--- src/rtl/frame_proc_ctrl.sv ---
// Frame processing controller: sweeps the frame buffer, tracks the peak column count
// and reports it with a ready/valid handshake. Optional WAIT_FRM watchdog: FRAME_WDOG_EN.
module frame_proc_ctrl #(
  parameter int unsigned C_IMG_COLS    = 80,
  parameter int unsigned C_IMG_ROWS    = 60,
  parameter int unsigned C_NB_IMG_PXLS = 13,
  parameter int unsigned C_MIN_HIST    = 4,
  parameter int unsigned C_WDOG_CYC    = 1000000
) (
  input  logic                     clk,
  input  logic                     rst,
  input  logic                     run,
  input  logic                     cam_frame_done,
  output logic                     cam_hold,
  output logic [C_NB_IMG_PXLS-1:0] proc_addr,
  output logic [6:0]               proc_col,
  output logic [5:0]               proc_row,
  output logic                     proc_en,
  input  logic [5:0]               hist_in,
  output logic                     result_valid,
  output logic [6:0]               result_col,
  output logic [5:0]               result_cnt,
  output logic                     result_found,
  input  logic                     result_ready,
  output logic                     frm_drop,
  output logic                     wdog_err
);

  localparam int unsigned COL_W = 7;
  localparam int unsigned ROW_W = 6;
  localparam int unsigned CNT_W = 6;

  localparam logic [C_NB_IMG_PXLS-1:0] LAST_ADDR = C_NB_IMG_PXLS'(C_IMG_COLS * C_IMG_ROWS - 1);
  localparam logic [COL_W-1:0]         LAST_COL  = COL_W'(C_IMG_COLS - 1);
  localparam logic [CNT_W-1:0]         MIN_HIST  = CNT_W'(C_MIN_HIST);

  localparam logic [2:0] S_IDLE     = 3'd0;
  localparam logic [2:0] S_WAIT_FRM = 3'd1;
  localparam logic [2:0] S_SWEEP    = 3'd2;
  localparam logic [2:0] S_DRAIN    = 3'd3;
  localparam logic [2:0] S_REPORT   = 3'd4;

  logic [2:0]               state_q, state_d;
  logic [C_NB_IMG_PXLS-1:0] addr_d;
  logic [COL_W-1:0]         col_d, dcol_q, dcol_d, max_col_q, max_col_d, col_nx_c;
  logic [ROW_W-1:0]         row_d;
  logic [CNT_W-1:0]         max_cnt_q, max_cnt_d, cnt_nx_c, res_cnt_d;
  logic [COL_W-1:0]         res_col_d;
  logic                     en_d, hold_d, samp_q, samp_d, gt_c;
  logic                     res_valid_d, res_found_d, frm_drop_d;

`ifdef FRAME_WDOG_EN
  localparam int unsigned WDOG_W = $clog2(C_WDOG_CYC + 1);
  logic [WDOG_W-1:0] wdog_cnt_q, wdog_cnt_d;
  logic              wdog_err_d;
`endif

  // Argmax candidate: hist_in belongs to the column addressed one cycle earlier
  assign gt_c     = samp_q && (hist_in > max_cnt_q);
  assign cnt_nx_c = gt_c ? hist_in : max_cnt_q;
  assign col_nx_c = gt_c ? dcol_q  : max_col_q;

  // Next-state and next-output logic
  always_comb begin
    state_d     = state_q;
    addr_d      = proc_addr;
    col_d       = proc_col;
    row_d       = proc_row;
    en_d        = 1'b0;
    hold_d      = 1'b0;
    samp_d      = proc_en;
    dcol_d      = proc_col;
    max_cnt_d   = cnt_nx_c;
    max_col_d   = col_nx_c;
    res_valid_d = result_valid;
    res_col_d   = result_col;
    res_cnt_d   = result_cnt;
    res_found_d = result_found;
    frm_drop_d  = cam_frame_done && (state_q != S_WAIT_FRM);
`ifdef FRAME_WDOG_EN
    wdog_cnt_d  = '0;
    wdog_err_d  = wdog_err;
`endif
    case (state_q)
      S_IDLE: begin
        if (run) state_d = S_WAIT_FRM;
      end
      S_WAIT_FRM: begin
        if (cam_frame_done) begin
          state_d   = S_SWEEP;
          addr_d    = '0;
          col_d     = '0;
          row_d     = '0;
          en_d      = 1'b1;
          hold_d    = 1'b1;
          max_cnt_d = '0;
          max_col_d = '0;
        end else if (!run) begin
          state_d = S_IDLE;
        end else begin
`ifdef FRAME_WDOG_EN
          if (wdog_cnt_q == WDOG_W'(C_WDOG_CYC - 1)) begin
            wdog_err_d = 1'b1;
            state_d    = S_IDLE;
          end else begin
            wdog_cnt_d = wdog_cnt_q + WDOG_W'(1);
          end
`endif
        end
      end
      S_SWEEP: begin
        hold_d = 1'b1;
        if (proc_addr == LAST_ADDR) begin
          state_d = S_DRAIN;
          addr_d  = '0;
          col_d   = '0;
          row_d   = '0;
        end else begin
          en_d   = 1'b1;
          addr_d = proc_addr + C_NB_IMG_PXLS'(1);
          if (proc_col == LAST_COL) begin
            col_d = '0;
            row_d = proc_row + ROW_W'(1);
          end else begin
            col_d = proc_col + COL_W'(1);
          end
        end
      end
      S_DRAIN: begin
        state_d     = S_REPORT;
        res_valid_d = 1'b1;
        res_col_d   = col_nx_c;
        res_cnt_d   = cnt_nx_c;
        res_found_d = (cnt_nx_c >= MIN_HIST);
      end
      S_REPORT: begin
        if (result_ready) begin
          res_valid_d = 1'b0;
          state_d     = run ? S_WAIT_FRM : S_IDLE;
        end
      end
      default: state_d = S_IDLE;
    endcase
  end

  always_ff @(posedge clk or posedge rst) begin
    if (rst) begin
      state_q      <= S_IDLE;
      proc_addr    <= '0;
      proc_col     <= '0;
      proc_row     <= '0;
      proc_en      <= 1'b0;
      cam_hold     <= 1'b0;
      samp_q       <= 1'b0;
      dcol_q       <= '0;
      max_cnt_q    <= '0;
      max_col_q    <= '0;
      result_valid <= 1'b0;
      result_col   <= '0;
      result_cnt   <= '0;
      result_found <= 1'b0;
      frm_drop     <= 1'b0;
    end else begin
      state_q      <= state_d;
      proc_addr    <= addr_d;
      proc_col     <= col_d;
      proc_row     <= row_d;
      proc_en      <= en_d;
      cam_hold     <= hold_d;
      samp_q       <= samp_d;
      dcol_q       <= dcol_d;
      max_cnt_q    <= max_cnt_d;
      max_col_q    <= max_col_d;
      result_valid <= res_valid_d;
      result_col   <= res_col_d;
      result_cnt   <= res_cnt_d;
      result_found <= res_found_d;
      frm_drop     <= frm_drop_d;
    end
  end

`ifdef FRAME_WDOG_EN
  // Watchdog error is sticky until reset
  always_ff @(posedge clk or posedge rst) begin
    if (rst) begin
      wdog_cnt_q <= '0;
      wdog_err   <= 1'b0;
    end else begin
      wdog_cnt_q <= wdog_cnt_d;
      wdog_err   <= wdog_err_d;
    end
  end
`else
  assign wdog_err = 1'b0;
`endif

endmodule
--- config.mk ---
export PLATFORM = sky130hd
export DESIGN_NAME = frame_proc_ctrl
export DESIGN_NICKNAME = d
export VERILOG_FILES = /design/src/rtl/frame_proc_ctrl.sv
export SDC_FILE = /design/constraint.sdc
export NUM_CORES = 1
export LEC_CHECK = 0
export CELL_PAD_IN_SITES_DETAIL_PLACEMENT = 2
export CELL_PAD_IN_SITES_GLOBAL_PLACEMENT = 2
export CORE_AREA = 2 2 114 116
export DETAILED_ROUTE_END_ITERATION = 12
export DIE_AREA = 0 0 116 118
export PLACE_DENSITY = 0.64
export SLEW_MARGIN = 40
export SYNTH_ARGS = -nofsm -noshare
export SYNTH_HDL_FRONTEND = slang
export SYNTH_SLANG_ARGS = --single-unit
--- constraint.sdc ---
create_clock -name clk -period 2.5 [get_ports clk]
set_input_delay 0.625 -clock clk [delete_from_list [all_inputs] [get_ports clk]]
set_output_delay 0.625 -clock clk [all_outputs]
set_load 0.02 [all_outputs]
==> results of run 1 <==
## cell families after synthesis
family	after synthesis
simple gates	110
flops	68
compound gates	58
buf+inv	24
mux	17
fa+ha+maj	9
xor+xnor	9
other cells	1
## layout make-up
| type | count | area [um2] | area share, % |
|---|---|---|---|
| multi-input combinational | 204 | 1270 | 29.7 |
| tap | 172 | 215 | 5.03 |
| sequential | 68 | 1700 | 39.7 |
| inverter | 12 | 45.0 | 1.05 |
| clock inverter | 6 | 90.1 | 2.10 |
| timing repair buffer | 76 | 731 | 17.1 |
| clock buffer | 9 | 225 | 5.26 |
## state kept, by name, summed over array words and instances, names as in the netlist
register	flops
proc_col	7
state_q	3
result_found	1
max_col_q	7
frm_drop	1
proc_row	6
proc_en	1
samp_q	1
proc_addr	13
dcol_q	7
result_valid	1
result_cnt	6
max_cnt_q	6
result_col	7
cam_hold	1
## routing by layer
metal | routed length (um) | part of all wire, % | vias up
li1 | - | - | 1176
met2 | 4000 | 48 | 48
met1 | 3900 | 47 | 1239
met5 | 0 | 0 | -
met4 | 156 | 1.9 | 0
met3 | 248 | 3.0 | 10
## power breakdown
part | switching (mW) | internal, mW | leakage (nW) | total, mW
clock | 0.478 | 0.868 | 0.151 | 1.35
combinational | 1.04 | 0.887 | 0.818 | 1.93
sequential | 0.265 | 1.42 | 0.891 | 1.69
## cell usage in the layout, fill, tap and decap left out, types with 2 or more instances in the layout
cell | Yosys | routed
clkbuf_16 | 0 | 9
inv_1 | 12 | 11
o21bai_1 | 2 | 2
ha_1 | 9 | 9
a21oi_1 | 21 | 21
clkinv_4 | 0 | 2
a21o_1 | 4 | 4
buf_12 | 0 | 2
nor3_1 | 10 | 10
nand3b_1 | 2 | 2
nor2_1 | 42 | 41
xor2_1 | 5 | 5
o21ai_0 | 21 | 21
or3_1 | 3 | 3
nor2b_1 | 2 | 2
and3_1 | 2 | 2
buf_4 | 1 | 20
or2_2 | 3 | 3
nor4_1 | 2 | 2
a22o_1 | 2 | 2
xnor2_1 | 4 | 4
nand4_1 | 6 | 6
mux2_2 | 2 | 2
nand3_1 | 7 | 7
mux2i_1 | 15 | 15
clkdlybuf4s50_1 | 0 | 54
bufinv_16 | 0 | 2
dfrtp_1 | 68 | 68
nand2_1 | 22 | 22
o31ai_1 | 2 | 2
## metrics by stage
| stage | instance area, um2 | hold slack (ns) | setup TNS (ns) |
|---|---|---|---|
| 6_report | 4280 | 0.379 | 0 |
| 5_1_grt | 4280 | 0.398 | 0 |
| 4_1_cts | 4280 | 0.376 | 0 |
| 3_5_place_dp | 3970 | 0.363 | -1.56 |
| 3_3_place_gp | 3970 | 0.363 | -0.426 |
| 2_1_floorplan | 3060 | 0.481 | 0 |
## how the worst max path moves through the flow
| stage | start | end | slack (ns) | cells past startpoint |
|---|---|---|---|---|
| after floorplan | hist_in[5] | result_col[3]$_DFFE_PP0P_ | 0.14 | 7 |
| after global placement | hist_in[5] | result_col[2]$_DFFE_PP0P_ | -0.08 | 8 |
| after detailed placement | hist_in[5] | result_col[2]$_DFFE_PP0P_ | -0.13 | 8 |
| after CTS | hist_in[5] | result_col[2]$_DFFE_PP0P_ | 0.21 | 8 |
| after global routing | hist_in[5] | result_col[4]$_DFFE_PP0P_ | 0.08 | 8 |
| final | hist_in[5] | result_col[2]$_DFFE_PP0P_ | 0.21 | 8 |
==> flow_metrics.env, run 1 <==
export IMPL_outcome="finished, final reports clean"
export IMPL_maxSlewViolCount=0
export IMPL_period_needed_ns=2.29
export IMPL_io_buffers=54
export IMPL_ir_drop_mv=0.325
export IMPL_syn_avg_cell_area_um2=10.3
export IMPL_avgRoutedWirePerCell_um=15.2
export IMPL_critPathMaxFanout=12
export IMPL_r2r_end="proc_row[3]$_DFFE_PP0P_"
export IMPL_cp_num_buf_inv=2
export IMPL_max_freq_mhz=437
export IMPL_vias=2473
export IMPL_die_w_um=116
export IMPL_grt_overflow=0
export IMPL_yosys_top_cells_count="dfrtp_1 (68), nor2_1 (42), nand2_1 (22)"
export IMPL_viasPerCell=4.52
export IMPL_cts_buffers=9
export IMPL_core_um2=12400
export IMPL_synth_top_family_by_area="simple AND/OR/NAND/NOR gates"
export IMPL_cap_violations=0
export IMPL_fillCellCount=1383
export IMPL_clock_skew_ns=0.00683
export IMPL_area_growth_pct=40.0
export IMPL_grt_max_degree=69
export IMPL_syn_cell_area_um2=3060
export IMPL_worstPathRequired_ns=2.70
export IMPL_met1_usage_pct=17.6
export IMPL_antenna_cells=0
export IMPL_synthXorXnorAreaFrac_pct=2.58
export IMPL_cts_resized=0
export IMPL_power_density_nw_per_um2=1160
export IMPL_synth_edf_count=0
export IMPL_reg2reg_slack_ns=0.34
export IMPL_ys_types=43
export IMPL_synth_top_area_share_pct=55.6
export IMPL_post_place_ws_ns=-0.127
export IMPL_hold_path_startpoint="proc_en$_DFF_PP0_"
export IMPL_setup_ws_ns=0.210
export IMPL_crit_family="buffers and inverters"
export IMPL_synth_most_common_cell="dfrtp_1"
export IMPL_grt_use_total_pct=13.4
export IMPL_crit_arrival_ns=2.49
export IMPL_hpwl_um=5790
export IMPL_synth_async_reset_ratio_pct=100
export IMPL_num_rows=41
export IMPL_r2r_start="proc_addr[8]$_DFFE_PP0P_"
export IMPL_final_hold_violation_count=0
export IMPL_root_buffer="clkbuf_16"
export IMPL_drc_errors=0
export IMPL_synthCells=296
export IMPL_setup_viol=0
export IMPL_drive_gt1_share_pct=14.1
export IMPL_synthMuxAreaShare_pct=5.65
export IMPL_criticalPathCategory="primary input to register"
export IMPL_rsz0062_at_grt="no"
export IMPL_cts_hold_buf=0
export IMPL_global_route_usage_met2_pct=21.3
export IMPL_post_synth_top_area_cell="dfrtp_1"
export IMPL_cts_max_path_buffers=2
export IMPL_ys_ff_latch=68
export IMPL_clk_pin_slew_ns=0.06
export IMPL_hold_path_class="register to register"
export IMPL_power_total_mw=4.96
export IMPL_firstDrtPassIters=4
export IMPL_drt_iter0_drc=89
export IMPL_ios=56
export IMPL_wl_um=8310
export IMPL_clk_latency_ns=0.33
export IMPL_min_path_cells=0
export IMPL_max_stage_delay_ns=0.43
export IMPL_yosysSeqAreaShare_pct=55.6
export IMPL_grt_pass1_wl_um=14200
export IMPL_grt_util_met3_pct=2.63
export IMPL_yosysWarnings=0
export IMPL_p_leak_nw=1.86
export IMPL_clock_sinks=68
export IMPL_cts_setup_buffers=0
export IMPL_r2r_cells=6
export IMPL_worstSetupEndpointType="register"
export IMPL_start_kind="primary input"
export IMPL_fin_cells=547
export IMPL_nNetsFinal=391
export IMPL_postLayoutCoreUtil_pct=34.5
export IMPL_die_y_um=118
export IMPL_antenna_found_initial=0
export IMPL_synth_fp_nets=316
export IMPL_cts_tree="built"
export IMPL_synth_simple_area_share_pct=17.8
export IMPL_path_cells="clkdlybuf4s50_1 -> ha_1 -> nand4_1 -> o21bai_1 -> a31oi_2 -> buf_12 -> mux2i_1 -> a21oi_1"
export IMPL_ys_top_cells_by_area="dfrtp_1 (56%), nor2_1 (5.2%), mux2i_1 (4.9%), ha_1 (3.7%), a21oi_1 (3.4%)"
export IMPL_gp_routability_congestion=0.778
export IMPL_dieArea_um2=13700
export IMPL_postRouteAntennaNets=0
export IMPL_min_to="samp_q$_DFF_PP0_"
export IMPL_synth_compound_area_share_pct=11.3
export IMPL_dp_cells=532
export IMPL_grt_pass1_vias=2708
export IMPL_slowest_stage="clkdlybuf4s50_1"
export IMPL_synth_top_flop_cell="dfrtp_1"
export IMPL_grt_busiest_layer="met2"
export IMPL_synth_fa_ha_area_share_pct=3.68
export IMPL_finalCritPeriodShare_pct=91.6
export IMPL_start_util_pct=24.6
export IMPL_htreeDepth=3
Power figures use the tool's default switching activity.
==> run 2, diff against run 1 <==
Settings changed: PLACE_DENSITY 0.64 to 0.6.
==> run 2 against run 1 <==
Against the previous run:
- register-to-register slack lost 0.03 ns
- non-clock buffer count grew 1
- combinational power rose by 4%
- die area stayed put
- fmax fell by 0.89%
- clock power grew 10%
- sequential cell count did not move
- final cell count is 0.37% higher
- final area increased by 1.1%
- largest cell class unchanged
- first-iteration DRC count shrank 7.9%
- worst setup slack got worse by 0.021 ns
==> flow_metrics.env, run 2 (synthesis gave the netlist of run 1 again) <==
export IMPL_outcome="finished, final reports clean"
export IMPL_core_um2=12400
export IMPL_worstPathRequired_ns=2.71
export IMPL_wl_um=8650
export IMPL_maxSlewViolCount=0
export IMPL_path_depth=8
export IMPL_hold_slack_ns=0.392
export IMPL_root_buffer="clkbuf_16"
export IMPL_max_freq_mhz=433
export IMPL_min_path_cells=0
export IMPL_htreeDepth=3
export IMPL_slowest_stage="clkdlybuf4s50_1"
export IMPL_clock_skew_ns=0.00473
export IMPL_ir_drop_mv=0.351
export IMPL_nNetsFinal=392
export IMPL_dieArea_um2=13700
export IMPL_die_y_um=118
export IMPL_max_flop_register="proc_addr"
export IMPL_hold_path_class="register to register"
export IMPL_rsz0062_at_grt="no"
export IMPL_final_cell_mix="dfrtp_1 (68), clkdlybuf4s50_1 (54), nor2_1 (40)"
export IMPL_finalCritPeriodShare_pct=92.4
export IMPL_setup_ws_ns=0.190
export IMPL_antenna_found_initial=0
export IMPL_path_cells="clkdlybuf4s50_1 -> ha_1 -> nand4_1 -> o21bai_1 -> a31oi_2 -> buf_12 -> mux2i_1 -> a21oi_1"
export IMPL_final_area_um2=4330
export IMPL_grt_max_degree=69
export IMPL_cts_max_path_buffers=2
export IMPL_power_density_nw_per_um2=1190
export IMPL_max_slew_margin_pct=62.0
export IMPL_antenna_cells=0
export IMPL_hpwl_um=6190
export IMPL_setup_viol=0
export IMPL_clock_sinks=68
export IMPL_cp_num_buf_inv=2
export IMPL_period_needed_ns=2.31
export IMPL_gp_routability_congestion=0.731
export IMPL_num_rows=41
export IMPL_cts_tree="built"
export IMPL_cts_setup_buffers=0
export IMPL_grt_pass1_vias=2837
export IMPL_viasPerCell=4.56
export IMPL_drive_gt1_share_pct=14.9
export IMPL_cts_resized=0
export IMPL_start_kind="primary input"
export IMPL_avgRoutedWirePerCell_um=15.7
export IMPL_clk_pin_slew_ns=0.06
export IMPL_start_util_pct=24.6
export IMPL_final_hold_violation_count=0
export IMPL_grt_use_total_pct=14.0
export IMPL_largest_reg_flops=13
export IMPL_io_buffers=54
export IMPL_area_growth_pct=41.5
export IMPL_ios=56
export IMPL_p_leak_nw=1.88
export IMPL_cts_hold_buf=0
export IMPL_critPathMaxFanout=12
export IMPL_drc_errors=0
export IMPL_grt_pass1_wl_um=14900
export IMPL_drt_iter0_drc=82
export IMPL_placed_area_um2=3980
export IMPL_r2r_cells=7
export IMPL_criticalPathCategory="primary input to register"
export IMPL_crit_family="buffers and inverters"
export IMPL_clk_latency_ns=0.33
export IMPL_crit_arrival_ns=2.52
export IMPL_vias=2506
export IMPL_grt_overflow=0
export IMPL_max_stage_delay_ns=0.44
export IMPL_cts_buffers=9
export IMPL_post_place_ws_ns=-0.130
export IMPL_firstDrtPassIters=3
export IMPL_tightest_slew_ns=0.569
export IMPL_die_w_um=116
export IMPL_worstSetupEndpointType="register"
export IMPL_postRouteAntennaNets=0
export IMPL_cap_violations=0
export IMPL_fillCellCount=1366
export IMPL_final_common_cell="dfrtp_1"
## run 2: routing by layer
metal  global-route usage (%)  up-vias  part of all wire [%]
met5                        0        -                     0
met4                     4.46        0                   1.4
met3                     3.96        9                   4.0
met2                     22.4       45                    48
met1                     18.0     1273                    46
li1                         -     1179                     -
## run 2: worst paths after layout
path                                           from                         to  slack (ns)
setup / recovery                         hist_in[3]  result_col[4]$_DFFE_PP0P_        0.19
hold / removal                    proc_en$_DFF_PP0_           samp_q$_DFF_PP0_        0.39
setup reg to reg           proc_addr[1]$_DFFE_PP0P_    proc_row[4]$_DFFE_PP0P_        0.31
hold reg to reg                   proc_en$_DFF_PP0_           samp_q$_DFF_PP0_        0.39
max in group asynchronous                       rst  result_cnt[2]$_DFFE_PP0P_        1.52
min in group asynchronous                       rst    proc_row[4]$_DFFE_PP0P_        0.69
## run 2: area by class of cell
class | instances | area, um2 | share of cell area, %
Sequential cell | 68 | 1700 | 39.3
Inverter | 12 | 45.0 | 1.04
Tap cell | 172 | 215 | 4.97
Timing Repair Buffer | 77 | 738 | 17.1
Multi-Input combinational cell | 204 | 1280 | 29.5
Clock inverter | 6 | 111 | 2.57
Clock buffer | 10 | 239 | 5.52
## run 2: where the power goes
group / total, mW / leakage (nW) / internal (mW) / switching (mW)
clock: 1.49 / 0.169 / 1.00 / 0.489
sequential: 1.64 / 0.891 / 1.42 / 0.223
combinational: 2.01 / 0.823 / 0.904 / 1.10
total: 5.14 / 1.88 / 3.33 / 1.82
## run 2: through the flow
stage / setup TNS [ns] / std cells / utilization, % / total power [mW]
finish: 0 / 549 / 34.9 / 5.14
global route: 0 / 549 / 34.9 / 5.52
CTS: 0 / 549 / 34.9 / 5.26
detailed placement: -2.36 / 533 / 32.0 / 3.72
global placement: -0.295 / 533 / 32.0 / 3.65
floorplan: 0 / 296 / - / 2.74
